--- src/rtl/alu_rr_scheduler_pkg.sv ---
// Shared definitions for the round-robin ALU scheduler: ALU op codes and FSM states.
package alu_rr_scheduler_pkg;

   localparam logic [2:0] ALU_ADD = 3'b000;
   localparam logic [2:0] ALU_SUB = 3'b001;
   localparam logic [2:0] ALU_AND = 3'b010;
   localparam logic [2:0] ALU_OR  = 3'b011;
   localparam logic [2:0] ALU_XOR = 3'b100;
   localparam logic [2:0] ALU_NOT = 3'b101;
   localparam logic [2:0] ALU_INC = 3'b110;
   localparam logic [2:0] ALU_DEC = 3'b111;

   typedef enum logic [1:0] {
      S_IDLE = 2'b00,
      S_EXEC = 2'b01,
      S_RESP = 2'b10
   } state_t;

endpackage

--- src/rtl/alu_rr_scheduler_rr_arbiter.sv ---
// Round-robin arbiter: combinational pick starting at the pointer, pointer moves
// one past the winner whenever a grant is taken.
module alu_rr_scheduler_rr_arbiter #(
   parameter int NREQ = 4,
   parameter int IDW  = 2
) (
   input  logic            clk,
   input  logic            rst_n,
   input  logic [NREQ-1:0] req,
   input  logic            advance,
   output logic [NREQ-1:0] gnt_onehot,
   output logic [IDW-1:0]  gnt_idx
);

   logic [IDW-1:0] r_ptr;
   logic           w_any;

   assign w_any = |req;

   // Lowest requester overall, overridden by the lowest requester at or above the pointer.
   always_comb begin
      gnt_idx    = '0;
      gnt_onehot = '0;
      for (int i = NREQ - 1; i >= 0; i--) begin
         if (req[i]) gnt_idx = IDW'(i);
      end
      for (int i = NREQ - 1; i >= 0; i--) begin
         if (req[i] && (i >= int'(r_ptr))) gnt_idx = IDW'(i);
      end
      for (int i = 0; i < NREQ; i++) begin
         if (w_any && (gnt_idx == IDW'(i))) gnt_onehot[i] = 1'b1;
      end
   end

   // Pointer moves just past the winner, wrapping the last requester back to 0.
   always_ff @(posedge clk or negedge rst_n) begin
      if (!rst_n) begin
         r_ptr <= '0;
      end else if (advance && w_any) begin
         if (gnt_idx == IDW'(NREQ - 1)) r_ptr <= '0;
         else                           r_ptr <= gnt_idx + IDW'(1);
      end
   end

endmodule

--- src/rtl/alu_rr_scheduler.sv ---
// Shares one external 4-bit ALU among NREQ requesters: round-robin accept,
// registered operands, one settle cycle, registered response held until consumed.
module alu_rr_scheduler #(
   parameter int NREQ = 4,
   parameter int IDW  = (NREQ > 1) ? $clog2(NREQ) : 1
) (
   input  logic              clk,
   input  logic              rst_n,
   input  logic [NREQ-1:0]   req_valid,
   output logic [NREQ-1:0]   req_ready,
   input  logic [4*NREQ-1:0] req_a,
   input  logic [4*NREQ-1:0] req_b,
   input  logic [3*NREQ-1:0] req_sel,
   output logic [3:0]        alu_a,
   output logic [3:0]        alu_b,
   output logic [2:0]        alu_sel,
   input  logic [3:0]        alu_result,
   input  logic              alu_carryout,
   input  logic              alu_zero,
   output logic              rsp_valid,
   input  logic              rsp_ready,
   output logic [IDW-1:0]    rsp_id,
   output logic [3:0]        rsp_result,
   output logic              rsp_carry,
   output logic              rsp_zero,
   output logic              busy,
   output logic [7:0]        op_count
);

   import alu_rr_scheduler_pkg::*;

   state_t          r_state;
   state_t          w_state_nxt;
   logic            w_advance;
   logic [NREQ-1:0] w_gnt_onehot;
   logic [IDW-1:0]  w_gnt_idx;
   logic [3:0]      w_a;
   logic [3:0]      w_b;
   logic [2:0]      w_sel;
   logic [3:0]      r_alu_a;
   logic [3:0]      r_alu_b;
   logic [2:0]      r_alu_sel;
   logic [IDW-1:0]  r_rsp_id;
   logic            r_rsp_valid;
   logic [3:0]      r_rsp_result;
   logic            r_rsp_carry;
   logic            r_rsp_zero;
   logic [7:0]      r_op_count;

   alu_rr_scheduler_rr_arbiter #(
      .NREQ(NREQ),
      .IDW (IDW)
   ) u_arb (
      .clk       (clk),
      .rst_n     (rst_n),
      .req       (req_valid),
      .advance   (w_advance),
      .gnt_onehot(w_gnt_onehot),
      .gnt_idx   (w_gnt_idx)
   );

   // Mux the granted requester's operands onto the ALU input path.
   always_comb begin
      w_a   = '0;
      w_b   = '0;
      w_sel = ALU_ADD;
      for (int i = 0; i < NREQ; i++) begin
         if (w_gnt_onehot[i]) begin
            w_a   = req_a[4*i +: 4];
            w_b   = req_b[4*i +: 4];
            w_sel = req_sel[3*i +: 3];
         end
      end
   end

   // Next state and request handshake; requests are only accepted while idle.
   always_comb begin
      w_state_nxt = r_state;
      w_advance   = 1'b0;
      req_ready   = '0;
      case (r_state)
         S_IDLE: begin
            if (|req_valid) begin
               w_advance   = 1'b1;
               req_ready   = w_gnt_onehot;
               w_state_nxt = S_EXEC;
            end
         end
         S_EXEC: w_state_nxt = S_RESP;
         S_RESP: if (rsp_ready) w_state_nxt = S_IDLE;
         default: w_state_nxt = S_IDLE;
      endcase
   end

   // State register.
   always_ff @(posedge clk or negedge rst_n) begin
      if (!rst_n) r_state <= S_IDLE;
      else        r_state <= w_state_nxt;
   end

   // Operand capture on accept, result capture after the settle cycle, completion count.
   always_ff @(posedge clk or negedge rst_n) begin
      if (!rst_n) begin
         r_alu_a      <= '0;
         r_alu_b      <= '0;
         r_alu_sel    <= ALU_ADD;
         r_rsp_id     <= '0;
         r_rsp_valid  <= 1'b0;
         r_rsp_result <= '0;
         r_rsp_carry  <= 1'b0;
         r_rsp_zero   <= 1'b0;
         r_op_count   <= '0;
      end else begin
         case (r_state)
            S_IDLE: begin
               if (w_advance) begin
                  r_alu_a   <= w_a;
                  r_alu_b   <= w_b;
                  r_alu_sel <= w_sel;
                  r_rsp_id  <= w_gnt_idx;
               end
            end
            S_EXEC: begin
               r_rsp_result <= alu_result;
               r_rsp_carry  <= alu_carryout;
               r_rsp_zero   <= alu_zero;
               r_rsp_valid  <= 1'b1;
            end
            S_RESP: begin
               if (r_rsp_valid && rsp_ready) begin
                  r_rsp_valid <= 1'b0;
                  r_op_count  <= r_op_count + 8'd1;
               end
            end
            default: r_rsp_valid <= 1'b0;
         endcase
      end
   end

   assign alu_a      = r_alu_a;
   assign alu_b      = r_alu_b;
   assign alu_sel    = r_alu_sel;
   assign rsp_valid  = r_rsp_valid;
   assign rsp_id     = r_rsp_id;
   assign rsp_result = r_rsp_result;
   assign rsp_carry  = r_rsp_carry;
   assign rsp_zero   = r_rsp_zero;
   assign busy       = (r_state != S_IDLE);
   assign op_count   = r_op_count;

endmodule

--- config.mk ---
export PLATFORM = sky130hd
export DESIGN_NAME = alu_rr_scheduler
export DESIGN_NICKNAME = d
export VERILOG_FILES = /design/src/rtl/alu_rr_scheduler_pkg.sv /design/src/rtl/alu_rr_scheduler_rr_arbiter.sv /design/src/rtl/alu_rr_scheduler.sv
export SDC_FILE = /design/constraint.sdc
export NUM_CORES = 1
export LEC_CHECK = 0
export CAP_MARGIN = 40
export CORE_AREA = 2 2 52 90
export CTS_CLUSTER_DIAMETER = 150
export DETAILED_ROUTE_END_ITERATION = 7
export DIE_AREA = 0 0 54 92
export PLACE_DENSITY = 0.95
export SLEW_MARGIN = 20
export SYNTH_ARGS = -nofsm -noshare
export SYNTH_HDL_FRONTEND = slang
export SYNTH_SLANG_ARGS = --single-unit
--- constraint.sdc ---
create_clock -name clk -period 5.76 [get_ports clk]
set_input_delay 1.152 -clock clk [delete_from_list [all_inputs] [get_ports clk]]
set_output_delay 1.152 -clock clk [all_outputs]
set_load 0.01 [all_outputs]
==> flow_summary.ini, run 1 <==
[synth]
yosysSeqAreaShare = 0.456
syn-cell-area_um2 = 1750
synth_edf_count = 0
syn-num-nets = 240
ys_seq_elements = 32
synth_area_leaders = dfrtp_1 46%, a21oi_1 6.3%, a32oi_1 5.5%, mux2_2 5.1%, nand2b_1 3.9%
synthCells = 178
post-synth-top-area-cell = dfrtp_1
synth_top_area_frac = 0.456
synth_area_per_cell_um2 = 9.85
ys.flop_type = dfrtp_1
yosysUniqueCellTypes = 33
async_flop_share = 1.00
yosysWarnings = 0

[pwr]
power.density_nw_per_um2 = 468
ir_drop_mv = 0.292
p_leak_nw = 1.10

[run]
maxCapViolCount = 0

[clock_network]
post_cts_buffers = 0
cts-hold-fix-buffers = 0
clkLatencyLatePin_ns = 0.27
root_buffer = clkbuf_8
cts-resized-gates = 0
clkSinkCount = 32
htreeDepth = 2
cts_buffer_depth = 2
cts_tree = built
cts_buffers = 5
clkTransAtPathRegs_ns = 0.06

[sta]
hold_viol = 0
fin_worst_skew_ns = 0.00580
rsz0062_at_grt = false
fmax_mhz = 206
slew_viol_final = 0
min_period_over_period = 0.843
tns_ns = 0
setup_viol = 0
fin_crit_ns = 4.85
slew_headroom = 0.526
setup_ws_ns = 0.906
tightest_slew_ns = 0.711
holdWs_ns = 0.493

[run_status]
status = finished, final reports clean

[setup_path]
start_kind = input port
path_class = in2out
required_ns = 4.61
crit_path_end_kind = output port
crit_fanout = 13
cp_data_arrival_time_ns = 3.70

[routing]
drtIter0Drc = 19
wl_per_cell_um = 14.6
num_vias = 1647
drc = 0
drtPass1Iterations = 4
via_per_inst = 5.20
ant_nets = 0
routed_wl_um = 4610

[floorplanning]
rows = 32
die_w_um = 54
die_area_um2 = 4970
start_util = 0.406
die_h_um = 92
io-pin-count = 90
core-area_um2 = 4320

[place]
hpwlAfterDp_um = 3550
numPortBuffers = 89
routabilityCongestion = 0.797
place_ws_ns = 0.934

[grt]
grt_pass1_wl_um = 7040
antenna_found_initial = 0
grt_max_degree = 33
grt_pass1_vias = 1580
gr-total-overflow = 0
grt_use_total = 0.191

[layout]
drive_above_1_share = 0.0865
finalNetCount = 327
num_antenna_cells = 0
syn_to_final_growth_pct = 57.5

[hold_path]
hold_path.class = reg2reg
## final cells by class
cell class,count,area (um2)
well taps,51,63.8
repair buffers,91,901
clock inverters,2,35.0
fillers,350,1560
multi-input cells,132,878
flip-flops and latches,32,801
clock buffers,6,72.6
inverters,3,11.3
## cells in the mapped netlist, drive strengths merged, types with 5 or more instances
| cell | count |
|---|---|
| dfrtp | 32 |
| a21oi | 22 |
| nor2 | 18 |
| nand2 | 14 |
| a32oi | 11 |
| nand2b | 11 |
| o21ai | 9 |
| mux2 | 8 |
| buf | 6 |
| xnor2 | 6 |
| clkbuf | 5 |
| ha | 5 |
## metal layers
metal | global-route usage | part of all wire | wire length [um] | vias up
li1 | - | - | - | 809
met3 | 0.0456 | 0.075 | 344 | 2
met4 | 0.0563 | 0.0050 | 23 | 0
met5 | 0 | 0 | 0 | -
met1 | 0.185 | 0.36 | 1680 | 783
met2 | 0.368 | 0.56 | 2570 | 53
## sequential cells by signal (all words and copies together), names as in the netlist
name	count
rsp_zero	1
op_count	8
alu_b	4
u_arb.r_ptr	2
alu_sel	3
r_state	2
rsp_valid	1
alu_a	4
rsp_result	4
rsp_carry	1
rsp_id	2
## critical path, cell delays in order
cell and delay, ns:
clkdlybuf4s50_1 0.51, mux2i_1 0.18, nor2_1 0.06, nor3_1 0.52, ha_1 0.57, and2_1 0.19
clkdlybuf4s50_1 0.52
## stage by stage
stage / power, mW / instance area, um2 / util / cells
after floorplan: 0.800 / 1750 / - / 178
after global placement: 1.07 / 2660 / 0.614 / 309
after detailed placement: 1.10 / 2660 / 0.614 / 309
after CTS: 1.31 / 2760 / 0.639 / 317
after global routing: 1.39 / 2760 / 0.639 / 317
final: 1.29 / 2760 / 0.639 / 317
## final timing paths
| check | from | endpoint | slack, ns | cells past startpoint |
|---|---|---|---|---|
| max | req_valid[0] | req_ready[3] | 0.91 | 7 |
| min | op_count[7]$_DFFE_PN0P_ | op_count[7]$_DFFE_PN0P_ | 0.49 | 1 |
| max reg2reg | u_arb.r_ptr[1]$_DFFE_PN0P_ | alu_b[3]$_DFFE_PN0P_ | 3.05 | 9 |
| min reg2reg | op_count[7]$_DFFE_PN0P_ | op_count[7]$_DFFE_PN0P_ | 0.49 | 1 |
| max in group asynchronous | rst_n | alu_a[0]$_DFFE_PN0P_ | 4.37 | 1 |
| min in group asynchronous | rst_n | op_count[1]$_DFFE_PN0P_ | 0.92 | 1 |
## cells by family after synthesis
group,Yosys count,synth area share
simple gates,61,0.190
compound gates,50,0.183
flops,32,0.456
buf+inv,14,0.0428
mux,9,0.0571
xor+xnor,7,0.0350
fa+ha+maj,5,0.0357
## power breakdown
group	switching, mW	internal [mW]	total [mW]
clock network	0.0756	0.128	0.204
logic	0.315	0.371	0.686
registers	0.0752	0.327	0.402
## cells in the final DEF, fill, tap and decap left out, types with 4 or more instances in the layout
master,count
clkbuf_8,5
nor2_1,16
nand2_1,14
nand4_1,4
a21oi_1,22
ha_1,5
o21ai_0,9
nand2b_1,11
a221o_1,4
dfrtp_1,32
and2_1,4
clkdlybuf4s50_1,88
a32oi_1,11
mux2_2,8
xnor2_1,6
Note: power is estimated with default switching activity, not from simulation.
==> run 2: changes to the inputs <==
--- a/config.mk
+++ b/config.mk
@@ -6,11 +6,11 @@
 export NUM_CORES = 1
 export LEC_CHECK = 0
 export CAP_MARGIN = 40
-export CORE_AREA = 2 2 52 90
+export CORE_AREA = 2 2 54 93
 export CTS_CLUSTER_DIAMETER = 150
 export DETAILED_ROUTE_END_ITERATION = 7
-export DIE_AREA = 0 0 54 92
-export PLACE_DENSITY = 0.95
+export DIE_AREA = 0 0 56 95
+export PLACE_DENSITY = 0.9
 export SLEW_MARGIN = 20
 export SYNTH_ARGS = -nofsm -noshare
 export SYNTH_HDL_FRONTEND = slang
==> constraint.sdc (replaced) <==
create_clock -name clk -period 4.83 [get_ports clk]
set_input_delay 0.966 -clock clk [delete_from_list [all_inputs] [get_ports clk]]
set_output_delay 0.966 -clock clk [all_outputs]
set_load 0.01 [all_outputs]
==> run 2 against run 1 <==
  * Hold slack improved by 0.0071 ns
  * Clock skew fell by 0.0016 ns
  * Power rose by 17%
  * Critical path depth did not move
  * Wire length rose by 1.3%
  * Die area rose by 7.1%
  * Setup slack got worse by 0.48 ns
  * Largest cell class unchanged
==> flow_summary.ini, run 2 (synthesized netlist as in run 1, its figures left out) <==
[place]
numPortBuffers = 89
hpwlAfterDp_um = 3520
routabilityCongestion = 0.815

[sta]
fin_worst_skew_ns = 0.00416
rsz0062_at_grt = false
tns_ns = 0
setup_viol = 0
min_period_over_period = 0.911
hold_viol = 0
tightest_slew_ns = 0.637
fin_crit_ns = 4.40
slew_viol_final = 0
fmax_mhz = 227
slew_headroom = 0.575

[clock_network]
cts_tree = built
cts-resized-gates = 0
cts-hold-fix-buffers = 0
cts_buffer_depth = 2
clkSinkCount = 32
cts_buffers = 5
root_buffer = clkbuf_8
clkTransAtPathRegs_ns = 0.06
post_cts_buffers = 0
htreeDepth = 2
clkLatencyLatePin_ns = 0.28

[layout]
num_antenna_cells = 0
final_common_cell = clkdlybuf4s50_1
drive_above_1_share = 0.0824
syn_to_final_growth_pct = 57.3
finalNetCount = 328
largest_reg_flops = 8
fin_util = 0.597
layout_common_cells = 89 x clkdlybuf4s50_1, 32 x dfrtp_1, 22 x a21oi_1, 16 x nor2_1, 14 x nand2_1

[routing]
ant_nets = 0
wl_per_cell_um = 14.6
drtIter0Drc = 59
drtPass1Iterations = 4
via_per_inst = 5.07
routed_wl_um = 4670
drc = 0
num_vias = 1617

[floorplanning]
die_h_um = 95
start_util = 0.379
rows = 33
die_area_um2 = 5320
core-area_um2 = 4620
die_w_um = 56
io-pin-count = 90

[grt]
grt_pass1_vias = 1618
gr-total-overflow = 0
grt_pass1_wl_um = 7450
antenna_found_initial = 0
grt_use_total = 0.176
grt_max_degree = 33

[hold_path]
hold_path.class = reg2reg
hold_depth = 1
holdPathEnd = op_count[6]$_DFFE_PN0P_
hp-start = op_count[6]$_DFFE_PN0P_

[setup_path]
r2r_setup_slack_ns = 2.15
reg2reg_to = alu_b[3]$_DFFE_PN0P_
start_kind = input port
required_ns = 3.86
rr_worst_depth = 9
crit_fanout = 13
r2r_start = u_arb.r_ptr[1]$_DFFE_PN0P_
path_class = in2out
crit_path_end_kind = output port
cp_data_arrival_time_ns = 3.43

[pwr]
power.density_nw_per_um2 = 548
p_leak_nw = 1.09
ir_drop_mv = 0.323

[run]
maxCapViolCount = 0

[run_status]
status = finished, final reports clean
[run 2: cell types whose count changed in the layout (fill, tap and decap cells not counted), sizes merged]
cell,previous run,this run
bufinv,1,0
clkbuf,6,8
clkdlybuf4s50,88,89
clkinv,1,0
[run 2: final cells by class]
cell class,instances,area [um2]
clock buffer,8,90.1
timing repair buffer,92,913
inverter,3,11.3
sequential,32,801
tap,52,65.1
multi-input combinational,132,878
fill,396,1870
[run 2: worst max path at each step]
| stage | from | to | slack [ns] |
|---|---|---|---|
| after floorplan | req_valid[2] | req_ready[1] | 1.54 |
| after global placement | req_valid[0] | req_ready[3] | 0.51 |
| after detailed placement | req_valid[2] | req_ready[3] | 0.42 |
| after CTS | req_valid[2] | req_ready[3] | 0.42 |
| after global routing | req_valid[0] | req_ready[3] | 0.13 |
| final | req_valid[0] | req_ready[3] | 0.43 |
[run 2: metal layers]
| metal | global-route usage | vias up | wire length (um) |
|---|---|---|---|
| li1 | - | 805 | - |
| met1 | 0.192 | 755 | 1820 |
| met2 | 0.327 | 53 | 2560 |
| met3 | 0.0466 | 4 | 267 |
| met4 | 0.0575 | 0 | 30 |
| met5 | 0 | - | 0 |
[run 2: stage by stage]
stage / worst slack, ns / hold slack, ns / area [um2] / std cells / total power, mW
final: 0.430 / 0.500 / 2760 / 319 / 1.51
after global routing: 0.134 / 0.522 / 2760 / 319 / 1.63
after CTS: 0.417 / 0.502 / 2760 / 319 / 1.53
after detailed placement: 0.419 / 0.494 / 2670 / 311 / 1.31
after global placement: 0.514 / 0.475 / 2670 / 311 / 1.29
after floorplan: 1.54 / 0.508 / 1750 / 178 / 0.955
[run 2: report_power, final]
part / internal [mW] / total [mW] / switching (mW)
registers: 0.390 / 0.481 / 0.0913
clock network: 0.116 / 0.209 / 0.0929
logic: 0.445 / 0.822 / 0.377
total: 0.951 / 1.51 / 0.561
[run 2: worst max-delay path, cell delays in order]
cell and delay [ns]:
clkdlybuf4s50_1 0.50, mux2i_1 0.18, nor2_1 0.06, nor3_1 0.46
ha_1 0.55, and2_1 0.19, clkdlybuf4s50_1 0.52
